==> src/rtl/forward_fifo.sv <==
// ---------------------------------------------------------------------------
// forward_fifo
//
// Ready/valid forward buffer with DEPTH entries of DATA_WIDTH bits. The head
// entry is driven straight from the storage registers, so there is never a
// combinational path from input_port_data to output_port_data. A full FIFO
// still accepts a write in the same cycle the consumer takes the head, which
// keeps one-word-per-cycle throughput at every fill level, including DEPTH=1.
// Also reports fill level, an almost-full flag and supports synchronous flush.
//
// Ports
//   clock_port         in   rising-edge clock
//   reset_port         in   asynchronous active-low reset
//   clear_port         in   synchronous flush; blocks both handshakes that cycle
//   input_port_data    in   write payload
//   input_port_valid   in   write request
//   input_port_ready   out  write accepted this cycle when valid is high
//   output_port_data   out  head-entry payload (registered)
//   output_port_valid  out  head entry present
//   output_port_ready  in   consumer takes the head this cycle
//   level_port         out  number of stored entries, 0..DEPTH
//   almost_full_port   out  level_port >= AFULL_LEVEL
// ---------------------------------------------------------------------------
module forward_fifo #(
    parameter int DATA_WIDTH  = 8,
    parameter int DEPTH       = 4,
    parameter int AFULL_LEVEL = DEPTH - 1
) (
    input  logic                       clock_port,
    input  logic                       reset_port,
    input  logic                       clear_port,
    input  logic [DATA_WIDTH-1:0]      input_port_data,
    input  logic                       input_port_valid,
    output logic                       input_port_ready,
    output logic [DATA_WIDTH-1:0]      output_port_data,
    output logic                       output_port_valid,
    input  logic                       output_port_ready,
    output logic [$clog2(DEPTH+1)-1:0] level_port,
    output logic                       almost_full_port
);

    // A single-entry FIFO still carries a 1-bit pointer that simply stays 0.
    localparam int PTR_W = (DEPTH > 1) ? $clog2(DEPTH) : 1;
    localparam int LVL_W = $clog2(DEPTH + 1);

    logic [DATA_WIDTH-1:0] mem_q [DEPTH];
    logic [PTR_W-1:0]      wr_ptr_q, wr_ptr_d;
    logic [PTR_W-1:0]      rd_ptr_q, rd_ptr_d;
    logic [LVL_W-1:0]      count_q, count_d;

    logic full;
    logic empty;
    logic push;
    logic pop;

    // Explicit wrap so non-power-of-two depths never rely on overflow.
    function automatic logic [PTR_W-1:0] ptr_inc(input logic [PTR_W-1:0] ptr);
        if (ptr == PTR_W'(DEPTH - 1)) begin
            return '0;
        end
        return ptr + PTR_W'(1);
    endfunction

    assign full  = (count_q == LVL_W'(DEPTH));
    assign empty = (count_q == '0);

    // When full, the slot freed by a concurrent pop is reused in the same cycle.
    assign input_port_ready  = ~clear_port & (~full | output_port_ready);
    assign output_port_valid = ~clear_port & ~empty;

    assign push = input_port_valid & input_port_ready;
    assign pop  = output_port_valid & output_port_ready;

    assign output_port_data = mem_q[rd_ptr_q];
    assign level_port       = count_q;
    // Signed int compare keeps AFULL_LEVEL=0 meaningful (always asserted).
    assign almost_full_port = (int'(count_q) >= AFULL_LEVEL);

    // Next-state for pointers and occupancy.
    always_comb begin
        // NOTE: every signal driven here gets a default first so no path
        // leaves it unassigned; otherwise a latch would be inferred.
        wr_ptr_d = wr_ptr_q;
        rd_ptr_d = rd_ptr_q;
        count_d  = count_q;

        if (clear_port) begin
            wr_ptr_d = '0;
            rd_ptr_d = '0;
            count_d  = '0;
        end else begin
            if (push) begin
                wr_ptr_d = ptr_inc(wr_ptr_q);
            end
            if (pop) begin
                rd_ptr_d = ptr_inc(rd_ptr_q);
            end
            unique case ({push, pop})
                2'b10:   count_d = count_q + LVL_W'(1);
                2'b01:   count_d = count_q - LVL_W'(1);
                default: count_d = count_q;
            endcase
        end
    end

    always_ff @(posedge clock_port or negedge reset_port) begin
        if (!reset_port) begin
            // NOTE: non-blocking assignments for all sequential state, so every
            // register samples its inputs as they were before this edge.
            wr_ptr_q <= '0;
            rd_ptr_q <= '0;
            count_q  <= '0;
        end else begin
            wr_ptr_q <= wr_ptr_d;
            rd_ptr_q <= rd_ptr_d;
            count_q  <= count_d;
        end
    end

    // Storage. Flush deliberately leaves contents alone; only pointers move.
    always_ff @(posedge clock_port or negedge reset_port) begin
        if (!reset_port) begin
            // NOTE: the array is reset so output_port_data reads 0 after
            // reset; this forces flops rather than a RAM macro, which is
            // acceptable for the small depths this buffer targets.
            for (int i = 0; i < DEPTH; i++) begin
                mem_q[i] <= '0;
            end
        end else if (push) begin
            mem_q[wr_ptr_q] <= input_port_data;
        end
    end

endmodule

==> config.mk <==
export PLATFORM = sky130hd
export DESIGN_NAME = forward_fifo
export DESIGN_NICKNAME = d
export VERILOG_FILES = /design/src/rtl/forward_fifo.sv
export SDC_FILE = /design/constraint.sdc
export NUM_CORES = 1
export LEC_CHECK = 0
export CAP_MARGIN = 10
export CORE_MARGIN = 1.5
export CORE_UTILIZATION = 45
export DETAILED_ROUTE_END_ITERATION = 10
export PLACE_DENSITY = 0.67
export SETUP_SLACK_MARGIN = 0.1
export SYNTH_ARGS = -nofsm -noshare
export SYNTH_HDL_FRONTEND = slang
export SYNTH_SLANG_ARGS = --single-unit
==> constraint.sdc <==
create_clock -name clock_port -period 2.6 [get_ports clock_port]
set_clock_uncertainty 0.1 [all_clocks]
set_input_delay 0.52 -clock clock_port [delete_from_list [all_inputs] [get_ports clock_port]]
set_output_delay 0.52 -clock clock_port [all_outputs]
set_load 0.005 [all_outputs]
==> flow_summary.ini, run 1 <==
[worst_setup_path]
worstSetupStartpoint = rd_ptr_q[0]
path_cells = buf_6 > mux4_2 > clkdlybuf4s50_1
path_depth = 3
critPathArrivalTime_ns = 1.80
crit_buf_inv = 2
r2r-end = level_port[2]
max_stage_delay_ns = 0.53
critical_path_class = flip-flop to output pin
start_kind = flip-flop
rr_startpoint = level_port[1]
crit_path_end = output_port_data[3]
endpoint_kind = output pin
cp_top_family = buffers and inverters
worstRegToRegCells = 6
cp_data_required_time_ns = 1.98
crit_fanout = 11
worst_path_max_delay_cell = mux4_2
r2r_slack_ns = 0.36

[clocking]
cts_tree = done
clockRootBuffer = clkbuf_8
cts_buffer_depth = 2
htreeDepth = 2
post-cts-setup-buffers = 0
cts_made_buffers = 5
cts_hold_buf = 0
cts_resized = 1
clock-sinks = 39
clk_pin_slew_worst_paths_ns = 0.07
insertion_delay_ns = 0.29

[logic_synthesis]
synth_xor_area_share_pct = 0.440
synth_area_sq_um = 1990
synth-compound-area-share_pct = 3.90
synthArstFlopShare_pct = 100
yosys.area.top_type = dfrtp_1
synth_edf_count = 0
syn_area_per_cell_sq_um = 14.3
syn-num-nets = 158
synthFlopType = dfrtp_1
yosysSeqAreaShare_pct = 49.0
yosys_register_bits = 39
synth-simple-area-share_pct = 10.4
synthTopCellsByArea = dfrtp_1 (49%), mux2_2 (12%), mux4_2 (9.1%)
synth_mux_area_share_pct = 30.2
synth_top_family_by_area = multiplexers
synth_top_area_share_pct = 49.0
synth_cell_types = 33
synthAdderAreaFrac_pct = 4.15
syn_inst = 139
ys_warn_count = 0

[finish]
diodes = 0
final_area_sq_um = 2450
final_cell_mix = dfrtp_1 (39), clkdlybuf4s50_1 (24), mux2_2 (22)
post-route-util_pct = 57.1
nNetsFinal = 191
finalNonFillerCells = 225
final_common_cell = dfrtp_1
area_growth_pct = 23.1
drive_gt1_share_pct = 35.3

[sta]
fmax_ghz = 0.414
grt_setup_unrepaired = false
setup_viol = 0
drv_slew = 0
holdWs_ns = 0.272
fin_crit_sh_pct = 93.0
tightest_slew_ns = 0.967
max_slew_margin_pct = 35.5
period_minus_slack_ns = 2.42
final-hold-violation-count = 0

[route]
drt_iter0_drc = 35
viasPerCell = 5.50
ant_nets = 0
vias = 1237
route.detailed.wl_per_inst_um = 16.7
first_pass_iters = 5
drc = 0
routed_wl_um = 3760

[global_route]
grtUsageMet2_pct = 29.6
grt_max_degree = 40
met1_usage_pct = 21.0
top_usage_layer = met2
grtUsageTotal_pct = 17.3
antenna_found_initial = 0
grt_pass1_wl_um = 6430
grt_pass1_vias = 1284
grt-ovfl-total = 0
grt_util_met3_pct = 4.65

[floorplanning]
core_sq_um = 4290
die_h_um = 69.5
start_util_pct = 46.4
rows = 24
die_area_sq_um = 4830
die_w_um = 69.5
io_pins = 27

[placement]
placed_area_sq_um = 2330
io_buffers = 26
gp_congestion = 0.764
dp.final_hpwl_um = 2600
dp.cells = 217

[flow_run]
cap_violations = 0

[power_and_ir_drop]
ir_drop_mv = 0.262
power_leakage_nw = 1.12
power_per_cell_area_nw_per_um2 = 755

[worst_hold_path]
hold_class = input pin to asynchronous set/reset pin

[outcome]
status = finished clean
[cell usage after synthesis (2+ instances only)]
master,number
a21oi_1,2
buf_2,4
dfrtp_1,39
ha_1,5
inv_1,3
mux2_1,2
mux2_2,22
mux2_4,8
mux2i_1,3
mux4_2,8
nand2_1,4
nand2_4,4
nand2b_1,4
nor2_1,9
nor3_1,2
o21ai_0,2
o21bai_1,2
[cells by family after synthesis]
group           count (synthesis)
flops                          39
fa+ha+maj                       6
compound gates                 11
simple gates                   30
xor+xnor                        1
mux                            43
buf+inv                         9
[power breakdown]
group / leakage, nW / internal, mW / switching (mW)
Clock: 0.0581 / 0.286 / 0.214
Sequential: 0.495 / 0.761 / 0.0898
Combinational: 0.564 / 0.337 / 0.163
[through the flow]
step | power [mW] | worst slack, ns | TNS, ns
2_1_floorplan | 1.15 | 0.507 | 0
3_3_place_gp | 1.33 | 0.0634 | 0
3_5_place_dp | 1.37 | -0.0682 | -0.0682
4_1_cts | 1.88 | 0.111 | 0
5_1_grt | 1.96 | 0.114 | 0
6_report | 1.85 | 0.182 | 0
[routing by layer]
metal	share of wire [%]	wire (um)
met5	0	0
met1	45	1670
met4	1.7	63
met3	3.1	118
met2	51	1900
[flip-flops by register name, indices dropped and copies added, names as in the netlist]
name and count:
mem_q 32, level_port 3, rd_ptr_q 2, wr_ptr_q 2
[worst min path at each step]
stage,from,endpoint,depth (start not counted)
floorplan,reset_port,level_port[0],0
global placement,mem_q[2],mem_q[2],1
detailed placement,mem_q[13],mem_q[13],1
CTS,reset_port,mem_q[17],1
global route,reset_port,mem_q[27],1
finish,reset_port,mem_q[17],1
[area by class of cell]
class                           instances  area (sq um)
Sequential cell                        39           976
Timing Repair Buffer                   32           303
Fill cell                             359          1840
Tap cell                               52          65.1
Multi-Input combinational cell         91           982
Inverter                                3          11.3
Clock buffer                            5          68.8
Clock inverter                          3          43.8
(Power assumes the default switching activity.)
==> run 2, diff against run 1 <==
--- a/config.mk
+++ b/config.mk
@@ -7,9 +7,10 @@
 export LEC_CHECK = 0
 export CAP_MARGIN = 10
 export CORE_MARGIN = 1.5
-export CORE_UTILIZATION = 45
+export CORE_UTILIZATION = 50
 export DETAILED_ROUTE_END_ITERATION = 10
-export PLACE_DENSITY = 0.67
+export MAX_ROUTING_LAYER = met4
+export PLACE_DENSITY = 0.74
 export SETUP_SLACK_MARGIN = 0.1
 export SYNTH_ARGS = -nofsm -noshare
 export SYNTH_HDL_FRONTEND = slang
==> run 2 against run 1 <==
Effect of this change: fmax rose by 0.89%; combinational power barely moved; flip-flop and latch count did not move; highest routed layer unchanged.
==> flow_summary.ini, run 2 (synthesis results as in run 1) <==
[outcome]
status = finished clean

[clocking]
cts_tree = done
clock-sinks = 39
insertion_delay_ns = 0.29
cts_made_buffers = 5
clockRootBuffer = clkbuf_8
clk_pin_slew_worst_paths_ns = 0.08
htreeDepth = 2
post-cts-setup-buffers = 0
cts_buffer_depth = 2

[finish]
area_growth_pct = 23.3
post-route-util_pct = 65.5
drive_gt1_share_pct = 35.4
final_cell_mix = dfrtp_1 (39), clkdlybuf4s50_1 (24), mux2_2 (22)
fill_cells = 284
finalNonFillerCells = 223
multi_input_area_sq_um = 976
final_common_cell = dfrtp_1
largest_reg_flops = 32
nNetsFinal = 193
seqCellArea_sq_um = 976
diodes = 0
top_register = mem_q

[floorplanning]
start_util_pct = 53.2
rows = 22
io_pins = 27
die_h_um = 66.1
core_sq_um = 3740
die_w_um = 66.1
die_area_sq_um = 4370

[sta]
drv_slew = 0
fmax_ghz = 0.417
tightest_slew_ns = 0.846
finalWorstSetupSlack_ns = 0.203
holdWs_ns = 0.229
final-hold-violation-count = 0
fin_crit_sh_pct = 92.2
period_minus_slack_ns = 2.40
setup_viol = 0
max_slew_margin_pct = 43.6
grt_setup_unrepaired = false

[worst_setup_path]
path_cells = buf_4 > mux4_2 > clkdlybuf4s50_1
crit_fanout = 6
critPathArrivalTime_ns = 1.78
endpoint_kind = output pin
max_stage_delay_ns = 0.51
r2r_slack_ns = 0.34
critical_path_class = flip-flop to output pin
cp_data_required_time_ns = 1.98
worst_path_max_delay_cell = mux4_2
start_kind = flip-flop

[global_route]
grt_pass1_vias = 1285
grt_max_degree = 40
antenna_found_initial = 0
grt-ovfl-total = 0
grt_pass1_wl_um = 6380
grtUsageTotal_pct = 20.5

[placement]
gp_congestion = 0.772
dp.final_hpwl_um = 2660
pre_cts_ws_ns = -0.0434
dp.cells = 215
io_buffers = 26

[worst_hold_path]
hold_class = input pin to asynchronous set/reset pin

[power_and_ir_drop]
power_leakage_nw = 1.13
power_per_cell_area_nw_per_um2 = 760
ir_drop_mv = 0.431

[flow_run]
cap_violations = 0

[route]
vias = 1240
first_pass_iters = 4
routed_wl_um = 3800
drc = 0
ant_nets = 0
viasPerCell = 5.56
route.detailed.wl_per_inst_um = 17.0
drt_iter0_drc = 62
## run 2: cell types whose count changed in the layout (fill, tap and decap cells not counted)
cell	previous run	this run
nor4b_1	0	1
clkbuf_2	1	0
buf_2	0	1
nor4b_2	1	0
buf_6	1	0
buf_4	5	8
dlymetal6s2s_1	0	1
dlygate4sd2_1	1	0
## run 2: path summary, 6_finish.rpt
check | cells past startpoint | startpoint | end
worst max-delay path | 3 | rd_ptr_q[0] | output_port_data[6]
worst min-delay path | 1 | reset_port | mem_q[18]
worst max register to register | 7 | level_port[1] | level_port[2]
worst min register to register | 1 | mem_q[2] | mem_q[2]
max in group asynchronous | 1 | reset_port | mem_q[9]
min in group clock_port | 1 | mem_q[2] | mem_q[2]
## run 2: per-layer routing
metal	part of all wire (%)	track usage [%]
met5	0	-
met2	51	33.6
met3	3.0	4.09
met1	44	25.2
met4	1.7	7.65
## run 2: through the flow
stage	TNS (ns)	power, mW	instance area (sq um)
2_1_floorplan	0	1.15	1990
3_3_place_gp	0	1.34	2340
3_5_place_dp	-0.0434	1.37	2340
4_1_cts	0	1.88	2450
5_1_grt	0	1.96	2450
6_report	0	1.86	2450
## run 2: area by class of cell
cell class	instances	share of cell area, %
sequential	39	39.8
clock buffer	5	2.80
clock inverter	3	1.78
tap	48	2.45
timing repair buffer	34	13.0
inverter	3	0.459
multi-input combinational	91	39.8
## run 2: power breakdown
| group | switching, mW | internal, mW |
|---|---|---|
| clock | 0.223 | 0.286 |
| sequential | 0.0923 | 0.761 |
| combinational | 0.163 | 0.339 |
## run 2: what timing repair did
item | CTS | global route
hold buffers | 0 | 0
resized for setup | 0 | 1
endpoints found under the setup margin | 0 | 1
## run 2: critical path, delay by kind of cell (launching register included)
kind / cells / cell delay (ns)
buffers and inverters: 2 / 0.62
muxes: 1 / 0.51
DFF: 1 / 0.35
